## src/rtl/muldiv_pkg.sv

```systemverilog
// rtl/muldiv_pkg.sv - shared op encodings and state enum for the HI/LO multiply/divide unit
//
// Purpose: op codes driven by the Execute-stage controller, plus the
//          muldiv_hilo controller state encoding.
// Ports:   none (package)
package muldiv_pkg;

  localparam logic [2:0] MD_NOP   = 3'd0;
  localparam logic [2:0] MD_MULT  = 3'd1;
  localparam logic [2:0] MD_MULTU = 3'd2;
  localparam logic [2:0] MD_DIV   = 3'd3;
  localparam logic [2:0] MD_DIVU  = 3'd4;
  localparam logic [2:0] MD_MTHI  = 3'd5;
  localparam logic [2:0] MD_MTLO  = 3'd6;

  typedef enum logic [1:0] {
    S_IDLE = 2'd0,
    S_MUL  = 2'd1,
    S_DIV  = 2'd2,
    S_FIX  = 2'd3
  } md_state_t;

  function automatic logic md_is_signed(input logic [2:0] op);
    return (op == MD_MULT) || (op == MD_DIV);
  endfunction

endpackage

```

## src/rtl/muldiv_hilo_div_step.sv

```systemverilog
// rtl/muldiv_hilo_div_step.sv - one combinational restoring-division iteration
//
// Purpose: shift the next dividend bit into the partial remainder, try to
//          subtract the divisor, and shift the resulting quotient bit in.
// Ports:   rem_in  [WIDTH:0]   partial remainder
//          quo_in  [WIDTH-1:0] dividend bits not yet consumed / quotient so far
//          dvs_in  [WIDTH-1:0] divisor magnitude
//          rem_out [WIDTH:0]   next partial remainder
//          quo_out [WIDTH-1:0] next quotient shift register
module div_restoring_step #(
  parameter int WIDTH = 32
) (
  input  logic [WIDTH:0]   rem_in,
  input  logic [WIDTH-1:0] quo_in,
  input  logic [WIDTH-1:0] dvs_in,
  output logic [WIDTH:0]   rem_out,
  output logic [WIDTH-1:0] quo_out
);

  logic [WIDTH:0] w_shifted;
  logic [WIDTH:0] w_diff;

  // The remainder is always below the divisor, so the shifted value fits in
  // WIDTH+1 bits and bit WIDTH of the difference is a clean borrow flag.
  assign w_shifted = {rem_in[WIDTH-1:0], quo_in[WIDTH-1]};
  assign w_diff    = w_shifted - {1'b0, dvs_in};

  always_comb begin
    rem_out = w_shifted;
    quo_out = {quo_in[WIDTH-2:0], 1'b0};
    if (!w_diff[WIDTH]) begin
      rem_out = w_diff;
      quo_out = {quo_in[WIDTH-2:0], 1'b1};
    end
  end

endmodule

```

## src/rtl/muldiv_hilo.sv

```systemverilog
// rtl/muldiv_hilo.sv - multi-cycle multiply/divide unit owning the HI/LO registers
//
// Purpose: executes MULT/MULTU (pipelined), DIV/DIVU (iterative restoring),
//          MTHI/MTLO (single cycle); reports busy/stall to the hazard unit.
// Ports:   clk, reset (sync, active-high)
//          start, op[2:0], srca, srcb   Execute-stage request and operands
//          flush                        cancels in-flight op / blocks accept
//          hilo_rd                      Decode holds mfhi/mflo
//          hi, lo                       committed HI/LO
//          busy, stall, done            status to hazard unit / pipeline
module muldiv_hilo
  import muldiv_pkg::*;
#(
  parameter int WIDTH      = 32,
  parameter int MUL_STAGES = 2
) (
  input  logic             clk,
  input  logic             reset,
  input  logic             start,
  input  logic [2:0]       op,
  input  logic [WIDTH-1:0] srca,
  input  logic [WIDTH-1:0] srcb,
  input  logic             flush,
  input  logic             hilo_rd,
  output logic [WIDTH-1:0] hi,
  output logic [WIDTH-1:0] lo,
  output logic             busy,
  output logic             stall,
  output logic             done
);

  localparam int CW = $clog2(WIDTH + MUL_STAGES + 1);

  md_state_t              r_state, w_state_nxt;
  logic [CW-1:0]          r_cnt;
  logic [WIDTH-1:0]       r_hi, r_lo;
  logic                   r_done;
  logic [2*WIDTH-1:0]     r_pipe [MUL_STAGES];
  logic [WIDTH:0]         r_rem;
  logic [WIDTH-1:0]       r_quo, r_dvs;
  logic                   r_qneg, r_rneg, r_dz;

  logic                   w_accept, w_sgn, w_a_neg, w_b_neg;
  logic [WIDTH-1:0]       w_a_mag, w_b_mag;
  logic [2*WIDTH-1:0]     w_ax, w_bx, w_prod;
  logic [WIDTH:0]         w_rem_nxt;
  logic [WIDTH-1:0]       w_quo_nxt, w_q_fix, w_r_fix;
  logic                   w_commit_mul, w_commit_div;

  assign w_accept = (r_state == S_IDLE) && start && !flush && (op != MD_NOP) && (op != 3'd7);
  assign w_sgn    = md_is_signed(op);
  assign w_a_neg  = w_sgn & srca[WIDTH-1];
  assign w_b_neg  = w_sgn & srcb[WIDTH-1];
  assign w_a_mag  = w_a_neg ? -srca : srca;
  assign w_b_mag  = w_b_neg ? -srcb : srcb;

  // Sign-extending to 2*WIDTH and keeping the low 2*WIDTH bits of the
  // product gives the exact signed or unsigned result.
  assign w_ax   = {{WIDTH{w_a_neg}}, srca};
  assign w_bx   = {{WIDTH{w_b_neg}}, srcb};
  assign w_prod = w_ax * w_bx;

  div_restoring_step #(.WIDTH(WIDTH)) u_step (
    .rem_in  (r_rem),
    .quo_in  (r_quo),
    .dvs_in  (r_dvs),
    .rem_out (w_rem_nxt),
    .quo_out (w_quo_nxt)
  );

  assign w_q_fix = r_qneg ? -r_quo : r_quo;
  assign w_r_fix = r_rneg ? -r_rem[WIDTH-1:0] : r_rem[WIDTH-1:0];

  always_ff @(posedge clk) begin
    if (reset) r_state <= S_IDLE;
    else       r_state <= w_state_nxt;
  end

  always_comb begin
    w_state_nxt  = r_state;
    w_commit_mul = 1'b0;
    w_commit_div = 1'b0;
    case (r_state)
      S_IDLE: begin
        if (w_accept && (op == MD_MULT || op == MD_MULTU)) w_state_nxt = S_MUL;
        else if (w_accept && (op == MD_DIV || op == MD_DIVU)) w_state_nxt = S_DIV;
      end
      S_MUL: begin
        if (r_cnt == '0) begin
          w_state_nxt  = S_IDLE;
          w_commit_mul = 1'b1;
        end
      end
      S_DIV: begin
        if (r_cnt == '0) w_state_nxt = S_FIX;
      end
      S_FIX: begin
        w_state_nxt  = S_IDLE;
        w_commit_div = 1'b1;
      end
      default: w_state_nxt = S_IDLE;
    endcase
    // A flush also kills the completing edge, so HI/LO never see the result.
    if (flush) begin
      w_state_nxt  = S_IDLE;
      w_commit_mul = 1'b0;
      w_commit_div = 1'b0;
    end
  end

  always_ff @(posedge clk) begin
    if (reset) begin
      r_hi   <= '0;
      r_lo   <= '0;
      r_done <= 1'b0;
      r_cnt  <= '0;
      r_rem  <= '0;
      r_quo  <= '0;
      r_dvs  <= '0;
      r_qneg <= 1'b0;
      r_rneg <= 1'b0;
      r_dz   <= 1'b0;
      for (int k = 0; k < MUL_STAGES; k++) r_pipe[k] <= '0;
    end else begin
      r_done <= w_commit_mul | w_commit_div;
      for (int k = 1; k < MUL_STAGES; k++) r_pipe[k] <= r_pipe[k-1];
      case (r_state)
        S_IDLE: begin
          if (w_accept) begin
            case (op)
              MD_MTHI: r_hi <= srca;
              MD_MTLO: r_lo <= srca;
              MD_MULT, MD_MULTU: begin
                r_pipe[0] <= w_prod;
                r_cnt     <= CW'(MUL_STAGES - 1);
              end
              MD_DIV, MD_DIVU: begin
                r_rem  <= '0;
                r_quo  <= w_a_mag;
                r_dvs  <= w_b_mag;
                r_qneg <= w_a_neg ^ w_b_neg;
                r_rneg <= w_a_neg;
                r_dz   <= (srcb == '0);
                r_cnt  <= CW'(WIDTH - 1);
              end
              default: ;
            endcase
          end
        end
        S_MUL: begin
          if (r_cnt != '0) r_cnt <= r_cnt - 1'b1;
        end
        S_DIV: begin
          r_rem <= w_rem_nxt;
          r_quo <= w_quo_nxt;
          if (r_cnt != '0) r_cnt <= r_cnt - 1'b1;
        end
        default: ;
      endcase
      if (w_commit_mul) {r_hi, r_lo} <= r_pipe[MUL_STAGES-1];
      if (w_commit_div) begin
        // Divide by zero leaves the unsigned all-ones quotient regardless of sign.
        r_lo <= r_dz ? '1 : w_q_fix;
        r_hi <= w_r_fix;
      end
    end
  end

  assign hi    = r_hi;
  assign lo    = r_lo;
  assign busy  = (r_state != S_IDLE);
  assign stall = busy & (start | hilo_rd);
  assign done  = r_done;

endmodule

```

## config.mk

```make
export PLATFORM = sky130hd
export DESIGN_NAME = muldiv_hilo
export DESIGN_NICKNAME = d
export VERILOG_FILES = /design/src/rtl/muldiv_pkg.sv /design/src/rtl/muldiv_hilo_div_step.sv /design/src/rtl/muldiv_hilo.sv
export SDC_FILE = /design/constraint.sdc
export NUM_CORES = 2
export LEC_CHECK = 0
export ABC_CLOCK_PERIOD_IN_PS = 14140
export CAP_MARGIN = 20
export CORE_ASPECT_RATIO = 0.6
export CORE_UTILIZATION = 56
export DETAILED_ROUTE_END_ITERATION = 7
export PLACE_DENSITY = 0.76
export SYNTH_ARGS = -nofsm -noshare
export SYNTH_HDL_FRONTEND = slang
export SYNTH_SLANG_ARGS = --single-unit
```

## constraint.sdc

```tcl
create_clock -name clk -period 14.14 [get_ports clk]
set_input_delay 2.121 -clock clk [delete_from_list [all_inputs] [get_ports clk]]
set_output_delay 2.121 -clock clk [all_outputs]
set_load 0.03 [all_outputs]
```

# Yosys cells after proc, flatten, opt, wreduce, memory -nomap -nowiden
# Memories as Yosys holds them, arrays and structs flattened.
# Cells that the tools add are included.
word_totals:
  regBits: 172
  ram_bits: 128
  in_bits: 72
  output_inout_bits: 67
  word_cells: 123
  memories: 1
memory_table:
  columns: ["memory", "depth", "word_bits", "rd", "rd_clocked_by_memory_dff", "wr", "line", "source"]
  rows:
  - ["r_pipe", 2, 64, 2, 0, 2, "muldiv_hilo.sv:38", "logic [2*WIDTH-1:0] r_pipe [MUL_STAGES];"]
classes:
  n_addsub: 6
  mul: 1
  n_eq_ne: 17
  muxes: 47
  n_bitwise: 8
  n_reduce_logical: 32
ops:
  columns: ["operator", "n"]
  rows:
  - ["$mux 32", 20]
  - ["$mux 64", 2]
  - ["$neg 32->32", 4]
  - ["$pmux 32 s2", 2]
  - ["$mul 33x33->64", 1]
  - ["$sub 33x32->33", 1]
  - ["$logic_not 32->1", 1]
  - ["$pmux 6 s2", 2]
  - ["$reduce_and 3->1", 5]
  - ["$reduce_bool 3->1", 5]
  - ["$mux 1", 14]
  - ["$mux 6", 2]
  - ["$eq 3x3->1 const B", 3]
  - ["$mux 2", 4]
  - ["$pmux 2 s4", 1]
  - ["$reduce_or 2->1", 4]
  - ["$eq 3x2->1 const B", 2]
  - ["$logic_and 1x1->1", 6]
  - ["$logic_not 6->1", 1]
  - ["$ne 2x2->1 const B", 3]
  - ["$ne 3x1->1 const B", 2]
  - ["$reduce_bool 2->1", 3]
  - ["$reduce_bool 6->1", 1]
  - ["$sub 6x1->6 const B", 1]
  - ["12 further kinds", 21]

# Logic depth before layout (Yosys ltp)
depth:
  ltp_word: 10
  ltp_mapped: 33
  mapped_depth_nobuf: 29

# By module
# Synthesis repeated with hierarchy kept, for this count alone.
hier_totals:
  cells_unflattened: 6328
  hier_area_um2: 55522.0
modules_own_cells:
  columns: ["mod", "n_inst", "cells_each", "area_per_inst_um2", "seq_area_each_um2"]
  rows:
  - ["muldiv_hilo", 1, 5944, 52905.7, 7307.0]
  - ["div_restoring_step", 1, 384, 2616.3, 0.0]

# Worst setup path before layout
# No wires, ideal clock.
synth_timing:
  path_type: "in2reg"
  start: "in op[0]"
  end: "mem r_pipe[0][54] (netlist name), data pin"
  setup_ps: 207
  arrival_ps: 10273
  t_required_ps: 13933
  path_slack_ps: 3660
  path_stages: 28
  n_path_buf: 4
  cell_sequence: "nor2b_1 > and2_1 > clkbuf_1 > buf_1 > clkbuf_1 > nand2_1 > inv_1 > fa_1 > fa_1 > fa_1 > inv_1 > fa_1 > inv_1 > fa_1 > fa_1 > inv_1 > fa_1 > fa_1 > inv_1 > ha_1 > clkbuf_1 > nand4_1 > or4_1 > o31ai_1 > a31o_2 > a21o_1 > a211oi_1 > a2111oi_0"
synth_rtl:
  columns: ["element", "line", "source"]
  rows:
  - ["from (decl)", "muldiv_hilo.sv:20", "input logic [2:0] op,"]
  - ["to (decl)", "muldiv_hilo.sv:38", null]

==> summary.txt <==
Placement
  • DPL Wire Length: approximately 120000 µm
  • Number of port buffers: 138
  • Placer congestion estimate: between 0.9 and 1

STA
  • RSZ-0062 raised after global routing: no
  • Slew Limit Fails: 0
  • Final period demand of the worst path: 11480 ps
  • Max_slew headroom: 0.227
  • Final setup violation count: 0
  • Setup TNS: 0 ps
  • Layout Skew: 14.9 ps
  • Crit share post-route: 0.812
  • Worst Tran Pin Value: between 1000 and 1500 ps
  • Fin. Hold Viols: 0
  • Fmax: 87.1 MHz

Drt
  • Total Wirelength: ~160000 µm
  • First DRT Iteration DRCs: 4634
  • DRC: 0
  • Vias per cell: around 5.8
  • Routed vias: about 43000
  • WL/cell: 21.6 µm
  • Post-route ant nets: 0
  • 1st-pass router iterations: 7

Yosys
  • Async S/R FF share, synth: 0
  • Post-synth top area share: 0.412
  • Synthesized area per cell: roughly 8.8 µm²
  • Synth area leaders: fa_1 41%, inv_1 8.5%, nand2_1 7.1%, edfxtp_1 7.0%, dfxtp_1 6.3%
  • Sequential area share after synthesis: 0.133
  • Largest family of logic cells by synthesized area: adder cells
  • Post-synthesis mux area share: 0.00706
  • Synth Warn #: 0
  • Synth Area in Compound Gates: 0.0838
  • Synth Area in Simple Gates: 0.159
  • Post-synthesis cell count: around 6200
  • Post-synth cell types: 79
  • Synth Area in XOR/XNOR: 0.0336
  • Mapped cell area: 54800 µm²
  • Synth top cells by count: 1244 x inv_1, 1126 x fa_1, 1037 x nand2_1
  • Most frequent cell after synthesis: inv_1
  • Synth Area in Adders: 0.470
  • Yosys top cell by area: fa_1
  • EDFF count, synth: around 130
  • Seq cells post-synth: 300
  • Top_reg_cell synth: dfxtp_1

Floorplanning
  • DIE HEIGHT: roughly 240 µm
  • Core Box Area: around 96000 µm²
  • Chip width: 406 µm
  • # rows: 88
  • # IOs: between 100 and 150
  • Starting Density: 0.568
  • Die ar.: 99100 µm²

Setup path
  • Worst path most repeated cell: fa_1
  • Worst r2r src: r_quo[31]$_SDFFE_PP0P_
  • WS Path Type: primary input to register
  • CP startpoint: op[0]
  • Slowest CP cell: fa_1
  • CP arrival: 11800 ps
  • CP startpoint kind: primary input
  • Crit-path max cell delay: 1070 ps
  • R2r worst-path depth: 15
  • Worst EP required: 14460 ps
  • Crit path max fanout: 26
  • Nature of the critical path endpoint: register
  • Reg-to-reg setup timing slack: slightly above 9000 ps

Hold path
  • Min-delay src: hi[28]$_SDFFE_PP0P_
  • Worst min-delay path category: register to register
  • Hold path depth: 2

Flow run
  • MaxCap Viol Count: 0

Global route
  • Initial antenna violation count: 5
  • First-pass GRT wire length: 254000 µm
  • Largest net degree at the start of global routing: 89
  • Congestion Overflow GR: 0
  • GRT Util Overall: 0.334
  • Vias in the first global route: 43900

Clock tree
  • Clock sinks: 300
  • Max Root-Sink Buffers: 3
  • Htree depth: 1
  • CTS Buf Count: 28
  • Worst-Skew Late Latency: 590 ps
  • Setup repair bufs after CTS: 0
  • Hold-fix buffers, CTS: 0
  • Post-CTS resize count: 0
  • Clk slew on worst S/H paths: 70 ps
  • CTS Root Cell: clkbuf_16
  • CTS tree: done

Layout
  • Core Util, Final: 0.604
  • Fraction of layout cells with a size suffix above 1: 0.0346
  • Final nets: 7580
  • Layout area overhead: 6.34%

Run status
  • Status: finished clean
-- path summary, 6_finish.rpt --
path / end
max: r_pipe[0][58]$_SDFFCE_PP0P_
min: hi[28]$_SDFFE_PP0P_
max reg2reg: r_quo[0]$_SDFFE_PP0P_
min reg2reg: hi[28]$_SDFFE_PP0P_
-- layout make-up --
class                   instances  area, µm²
fillers                      8288      38200
flip-flops and latches        300       7290
well taps                    1305       1630
multi-input cells            4317      41600
inverters                    1245       4670
diodes                          1       2.50
clock inverters                13        126
clock buffers                  39        855
repair buffers                235       2100
-- cell families (layout without fill, tap and decap cells) --
kind of cell / Yosys count / after routing
other: 1 / 65
XOR/XNOR: 210 / 210
AND/OR/NAND/NOR: 1908 / 1908
buffers and inverters: 1643 / 1532
adder cells (fa/ha/maj): 1381 / 1381
multiplexers: 38 / 38
flip-flops: 300 / 300
AO/OA/AOI/OAI: 716 / 716
-- flip-flops by register name, summed over array words and instances, names as in the netlist, 2 cells and up --
signal   count
r_pipe     128
hi          32
lo          32
r_dvs       32
r_quo       32
r_rem       32
r_cnt        6
r_state      2
-- cell usage in the layout, fill, tap and decap left out, drive strengths merged, types with 50 or more instances in the layout --
cell type,instances
nor2,274
fa,1126
buf,107
xor2,111
a21oi,237
a211oi,88
inv,1247
xnor2,99
clkdlybuf4s50,127
ha,255
edfxtp,128
nand2,1037
nor2b,89
dfxtp,172
conb,64
and2,276
o21ai,150
nor3,50
-- through the flow --
| stage | worst slack, ps | area (µm²) | cells | hold slack [ps] |
|---|---|---|---|---|
| after floorplan | 3660 | 55000 | 6260 | 432 |
| after global placement | 2360 | 57200 | 7400 | 440 |
| after detailed placement | 2140 | 57200 | 7400 | 444 |
| after CTS | 2710 | 58200 | 7452 | 453 |
| after global routing | 2200 | 58200 | 7454 | 474 |
| final | 2660 | 58200 | 7455 | 452 |
-- critical path, delay by kind of cell --
family | cells | cell delay (ps)
simple gates | 8 | 1480
fa+ha+maj | 9 | 5120
buf+inv | 8 | 2260
xor+xnor | 1 | 150
compound gates | 4 | 630
-- routing by layer --
metal  share of wire  vias up  global-route usage  wire length (µm)
li1                -    18600                   -                 -
met2            0.42     2598               0.489             67800
met4           0.033        4              0.0830              5230
met1            0.41    21600               0.488             66400
met5         0.00014        -                   0                22
met3            0.13      342              0.0926             21300
Power is left out: the tool's default activity adds up to more than one toggle a clock period on the data nets, which glitch-free logic cannot reach.
